$ cat src/rtl/cpu_regfile_arbiter.sv
// cpu_regfile_arbiter: serialises read/write/move requests from two ports (0 = control
//   unit, 1 = debug/loader) onto one register-file select/we/oe interface.
// Ports: clk, rst_n (async, active low); per port reqN/opN/srcN/dstN/wdataN in,
//   ackN/errN/rdataN out; rf_sel/rf_we/rf_oe/rf_wdata out, rf_rdata in; busy out.
// Latency: read/write ack 2 cycles after the IDLE sample, move 3, error 1.
// Build option: define REGARB_FIXED_PRIO_EN for fixed priority (port 0 wins ties);
//   otherwise ties are broken round-robin.

module cpu_regfile_arbiter #(
  parameter int NUM_REGS = 3
) (
  input  logic       clk,
  input  logic       rst_n,
  input  logic       req0,
  input  logic [1:0] op0,
  input  logic [2:0] src0,
  input  logic [2:0] dst0,
  input  logic [7:0] wdata0,
  output logic       ack0,
  output logic       err0,
  output logic [7:0] rdata0,
  input  logic       req1,
  input  logic [1:0] op1,
  input  logic [2:0] src1,
  input  logic [2:0] dst1,
  input  logic [7:0] wdata1,
  output logic       ack1,
  output logic       err1,
  output logic [7:0] rdata1,
  output logic [2:0] rf_sel,
  output logic       rf_we,
  output logic       rf_oe,
  output logic [7:0] rf_wdata,
  input  logic [7:0] rf_rdata,
  output logic       busy
);

  typedef enum logic [2:0] {IDLE, RD, WR, MV_RD, MV_WR, ACK} state_t;

  localparam logic [1:0] OP_RD = 2'b00;
  localparam logic [1:0] OP_WR = 2'b01;
  localparam logic [1:0] OP_MV = 2'b10;
  localparam logic [3:0] NREGS = 4'(NUM_REGS);

  state_t     state, state_nxt;
  logic       win;        // port being served
  logic [1:0] op_q;
  logic [2:0] src_q, dst_q;
  logic [7:0] wdata_q;
  logic       err_q;
  logic [7:0] hold;       // holds read data; also the source value of a move
  logic [7:0] rdata0_q, rdata1_q;
`ifndef REGARB_FIXED_PRIO_EN
  logic       last;       // port granted most recently
`endif

  logic       any_req, gnt;
  logic [1:0] req_op;
  logic [2:0] req_src, req_dst;
  logic [7:0] req_wdata;
  logic       req_bad;
  logic       load_rdata;

  assign any_req = req0 | req1;

`ifdef REGARB_FIXED_PRIO_EN
  assign gnt = ~req0;
`else
  // A lone requester wins outright; on a tie the port not granted last time wins.
  assign gnt = (req0 & req1) ? ~last : req1;
`endif

  assign req_op    = gnt ? op1    : op0;
  assign req_src   = gnt ? src1   : src0;
  assign req_dst   = gnt ? dst1   : dst0;
  assign req_wdata = gnt ? wdata1 : wdata0;

  // Only addresses the op actually uses are range-checked.
  always_comb begin
    req_bad = 1'b0;
    case (req_op)
      OP_RD, OP_WR: req_bad = ({1'b0, req_src} >= NREGS);
      OP_MV:        req_bad = ({1'b0, req_src} >= NREGS) || ({1'b0, req_dst} >= NREGS);
      default:      req_bad = 1'b1;
    endcase
  end

  always_comb begin
    state_nxt = state;
    case (state)
      IDLE: begin
        if (any_req) begin
          if (req_bad)              state_nxt = ACK;
          else if (req_op == OP_RD) state_nxt = RD;
          else if (req_op == OP_WR) state_nxt = WR;
          else                      state_nxt = MV_RD;
        end
      end
      RD:      state_nxt = ACK;
      WR:      state_nxt = ACK;
      MV_RD:   state_nxt = MV_WR;
      MV_WR:   state_nxt = ACK;
      ACK:     state_nxt = IDLE;
      default: state_nxt = IDLE;
    endcase
  end

  assign load_rdata = ~err_q && ((op_q == OP_RD) || (op_q == OP_MV));

  // Outputs decode from registered state only, so an async reset clears them at once.
  always_comb begin
    rf_sel   = 3'd0;
    rf_we    = 1'b0;
    rf_oe    = 1'b0;
    rf_wdata = 8'h00;
    ack0     = 1'b0;
    ack1     = 1'b0;
    case (state)
      RD, MV_RD: begin
        rf_sel = src_q;
        rf_oe  = 1'b1;
      end
      WR: begin
        rf_sel   = src_q;
        rf_we    = 1'b1;
        rf_wdata = wdata_q;
      end
      MV_WR: begin
        rf_sel   = dst_q;
        rf_we    = 1'b1;
        rf_wdata = hold;
      end
      ACK: begin
        ack0 = ~win;
        ack1 = win;
      end
      default: ;
    endcase
  end

  assign err0   = ack0 & err_q;
  assign err1   = ack1 & err_q;
  // Fresh data is presented during the ack cycle itself, then held in rdataN_q.
  assign rdata0 = (ack0 && load_rdata) ? hold : rdata0_q;
  assign rdata1 = (ack1 && load_rdata) ? hold : rdata1_q;
  assign busy   = (state != IDLE);

  always_ff @(posedge clk or negedge rst_n) begin
    if (!rst_n) begin
      state    <= IDLE;
      win      <= 1'b0;
      op_q     <= 2'b00;
      src_q    <= 3'd0;
      dst_q    <= 3'd0;
      wdata_q  <= 8'h00;
      err_q    <= 1'b0;
      hold     <= 8'h00;
      rdata0_q <= 8'h00;
      rdata1_q <= 8'h00;
`ifndef REGARB_FIXED_PRIO_EN
      last     <= 1'b1;
`endif
    end else begin
      state <= state_nxt;
      if (state == IDLE && any_req) begin
        win     <= gnt;
        op_q    <= req_op;
        src_q   <= req_src;
        dst_q   <= req_dst;
        wdata_q <= req_wdata;
        err_q   <= req_bad;
`ifndef REGARB_FIXED_PRIO_EN
        last    <= gnt;
`endif
      end
      if (state == RD || state == MV_RD) hold <= rf_rdata;
      if (state == ACK && load_rdata) begin
        if (win) rdata1_q <= hold;
        else     rdata0_q <= hold;
      end
    end
  end

endmodule

$ cat config.mk
export PLATFORM = sky130hd
export DESIGN_NAME = cpu_regfile_arbiter
export DESIGN_NICKNAME = d
export VERILOG_FILES = /design/src/rtl/cpu_regfile_arbiter.sv
export SDC_FILE = /design/constraint.sdc
export NUM_CORES = 1
export LEC_CHECK = 0
export ABC_AREA = 0
export BUFFER_PORTS_ARGS = -buffer_cell sky130_fd_sc_hd__buf_2
export CORE_AREA = 4 4 103 105
export DETAILED_ROUTE_END_ITERATION = 10
export DIE_AREA = 0 0 107 109
export GPL_TIMING_DRIVEN = 0
export PLACE_DENSITY = 0.44
export SYNTH_ARGS = -nofsm -noshare
export SYNTH_HDL_FRONTEND = slang
export SYNTH_SLANG_ARGS = --single-unit
$ cat constraint.sdc
create_clock -name clk -period 4.1 [get_ports clk]
set_input_delay 0.205 -clock clk [delete_from_list [all_inputs] [get_ports clk]]
set_output_delay 0.205 -clock clk [all_outputs]
set_load 0.02 [all_outputs]
==> reports/summary.md <==
The run finished with clean final reports. For this run, the top clock speed supported by timing is 431 MHz. Kind of start point of the critical path: a register. The Yosys step of the flow raised 0 warnings.

Of the cells placed in the final design, the portion with a size suffix greater than 1 is 46.0%. Power per unit of standard cell area: 777 nW/um2. After routing the design area is 3050 um2.

Summed over all cells, the static leakage comes to 1.50 nW. The total setup violations reported at the end of the flow came out at 0. Once placement finished, the instance area stood at 2930 um2. The count of endpoints failing hold in the final timing report was 0. In the routed layout, each cell is associated on average with a via count of 4.35. Clock tree synthesis inserted a total of 5 buffers.

Data on the critical path is required at its endpoint by 3.89 ns. The multi-input combinational cells in the finished layout cover a total of 1180 um2. The detail route stage leaves a number of antenna-violating nets equal to 0. Headroom to the max-slew limit came out at 31.7%. Via count of the first global-routing pass: 1,888. On the final layout, the worst clock skew is 0.00974 ns. The clock passes through at most 2 buffers.

Of the synthesized area, sequential elements account for 47.4%. TritonCTS built the clock tree. After global routing the overflow that remains totals 0.

The logs give 1.78 ns for the setup slack after layout and 36 for the number of rows created at floorplan. For this run, global-route usage on met1 was measured as 14.4%. Compared with the post-synthesis result, the final layout area differs by 28.1%. The worst-case IR drop observed on VDD is 0.217 mV. The clock-pin slew on the worst setup and hold paths was 0.08 ns. The number of gates resized after CTS was 0.

Type of the most critical hold path: primary input to asynchronous set/reset pin. Data on the critical path arrives at its endpoint at 2.11 ns. The number of antenna violations at the first check in global routing was 0. The level count of the clock H-tree is 2. Detailed placement ended at an HPWL of 4860 um.

The pre-CTS setup slack came out at 2.07 ns. Fraction of met3 tracks used by global routing: 2.01%. Setup repair after global routing left no endpoint under its margin. The number of distinct library cell variants in the gate-level netlist after synthesis was 34; the via count was 1,884. The initial DRC count came out at 54.

For the met2 track utilization from global routing, the log shows 17.7%. The cell area that synthesis handed to floorplanning was 2380 um2. The first global-routing pass estimated 9690 um of wire. Of the available clock period, the critical path in the final layout requires 56.5%.

Die width: 107 um. For the all-layer global routing usage, the log shows 10.6%. The root buffer cell chosen for the clock tree is clkbuf_8. Along the worst path, the maximum fanout reaches 10. Hold repair after CTS inserted 0 buffers. The die outline height was 109 um. The number of setup buffers added after CTS is 0. The slew at the pin with the worst max-slew slack came out at 1.02 ns. In this run, synthesis produced a sequential element count of 45.

The busiest layer in global routing was met2. The core footprint is 9640 um2, and the number of port buffers is 77. The average instance in the mapped netlist occupies 11.1 um2.

For the worst-skew pair, the clock arrives at the later sink with an insertion delay of 0.29 ns. For the post-layout total power, the log shows 2.37 mW. In the final timing run, aggregate negative setup slack is 0 ns. The category of the critical setup timing path was register to output port.

The worst setup path is captured at an output port. Once the floorplan was initialized, standard cells occupied 24.7% of the core. For this run, design rule violations remaining after detail routing come to 0. The sequential cells in the finished layout cover a total of 1130 um2. The smallest clock period supported by the final layout is computed as 2.32 ns. The total count of max-transition violations in the final report was 0.

Number of maximum-capacitance violations: 0. The number of non-filler instances in the completed layout was 433; the post-layout utilization of the core was 31.6%. For the cell count after synthesis, the log shows 215. For the die area, the log shows 11,700 um2. The number of antenna diodes in the final layout is 0.

The layout has 1,057 filler cells. Pin count of the biggest net entering global routing: 46. Routability-driven placement finished with a final weighted congestion of 0.728.

The tightest hold margin was 0.0848 ns; the count of boundary I/O pins was 78. The final layout net count is 343, and the detailed-router iteration count before antenna repair is 4. The logs give 259 for the net count of the mapped netlist and 425 for the post-placement cell count. Clock tree synthesis found a total of 45 sinks. The average routed wire per standard cell was 14.3 um; the detailed-route wire length was 6180 um.
[state kept, by name (all words and copies together), names as in the netlist]
register  flops
win           1
op_q          1
err_q         1
wdata_q       8
dst_q         3
hold          8
src_q         3
rdata1_q      8
last          1
rdata0_q      8
state         3
[synth_stat cells]
master / count / area (um2)
nand2_1: 24 / 90.1
buf_1: 1 / 3.75
o21ai_0: 21 / 105
a21oi_1: 6 / 30.0
nor2_1: 13 / 48.8
nor3_1: 2 / 10.0
mux2_4: 10 / 150
dfrtp_1: 44 / 1100
and3_1: 2 / 12.5
mux2i_1: 16 / 160
buf_2: 5 / 25.0
nor2b_2: 1 / 8.76
a32o_1: 1 / 10.0
inv_1: 1 / 3.75
nor2b_1: 3 / 18.8
nand2_4: 1 / 11.3
o21ba_2: 1 / 10.0
clkbuf_1: 5 / 18.8
xor2_1: 1 / 8.76
nand3b_1: 1 / 7.51
buf_6: 1 / 11.3
and2_1: 2 / 12.5
nand3_1: 3 / 15.0
a211o_1: 2 / 17.5
a21boi_1: 1 / 7.51
o31ai_1: 1 / 7.51
buf_4: 1 / 7.51
and3b_4: 1 / 12.5
o21ai_1: 3 / 15.0
mux2_2: 30 / 338
a22oi_1: 8 / 60.1
or3b_2: 1 / 8.76
dfstp_2: 1 / 26.3
nand2_2: 1 / 6.26
[critical path: stages (launching register included)]
cell     delay, ns
dfrtp_1       0.42
nor2b_2       0.17
and3_1        0.22
nand2_2       0.17
buf_2         0.30
mux2_2        0.39
buf_2         0.16
[report_power, final]
part	internal (mW)	switching [mW]	total [mW]
logic	0.556	0.654	1.21
registers	0.662	0.154	0.816
clock network	0.199	0.144	0.342
total	1.42	0.952	2.37
[cells by family (layout without fill, tap and decap cells)]
group,after synthesis,in the layout,synth area share (%)
DFF,45,45,47.4
buffers and inverters,14,99,2.94
and+or+nand+nor,55,55,11.0
xor gates and xnor gates,1,1,0.368
AOI/OAI and AO/OA,44,44,11.0
muxes,56,56,27.2
[final timing paths]
check                       startpoint           to  slack [ns]  cells past startpoint
setup reg to reg              state[1]     dst_q[0]        2.20                      5
max in group asynchronous        rst_n   wdata_q[0]        3.38                      1
hold / removal                   rst_n  rdata1_q[3]        0.08                      1
min in group clk           rf_rdata[6]      hold[6]        0.14                      2
setup / recovery              state[2]    rdata1[5]        1.78                      6
hold reg to reg                   last         last        0.47                      2
[layout by cell type, fill, tap and decap left out, drive strengths merged]
| cell type | synthesis | routed |
|---|---|---|
| mux2i | 16 | 16 |
| a21oi | 6 | 6 |
| mux2 | 40 | 40 |
| a32o | 1 | 1 |
| a21boi | 1 | 1 |
| buf | 8 | 85 |
| and3 | 2 | 2 |
| nand2 | 26 | 26 |
| nand3b | 1 | 1 |
| o31ai | 1 | 1 |
| dfrtp | 44 | 44 |
| nor2b | 4 | 4 |
| bufinv | 0 | 1 |
| o21ba | 1 | 1 |
| nand3 | 3 | 3 |
| nor2 | 13 | 13 |
| a22oi | 8 | 8 |
| xor2 | 1 | 1 |
| and2 | 2 | 2 |
| nor3 | 2 | 2 |
| o21ai | 24 | 24 |
| clkbuf | 5 | 12 |
| a211o | 2 | 2 |
| inv | 1 | 1 |
| dfstp | 1 | 1 |
| and3b | 1 | 1 |
| or3b | 1 | 1 |
[layout make-up]
cell class	count	share of cell area (%)
multi-input combinational	156	38.8
inverter	1	0.123
buffer	13	2.18
tap	133	5.46
timing repair buffer	77	12.6
clock inverter	1	0.985
clock buffer	7	2.83
sequential	45	37.0
[per-layer routing]
layer | wire length, um | vias up
met4 | 35 | 0
met5 | 0 | -
met1 | 2920 | 898
met3 | 313 | 2
li1 | - | 933
met2 | 2920 | 51
Power figures use the tool's default switching activity.
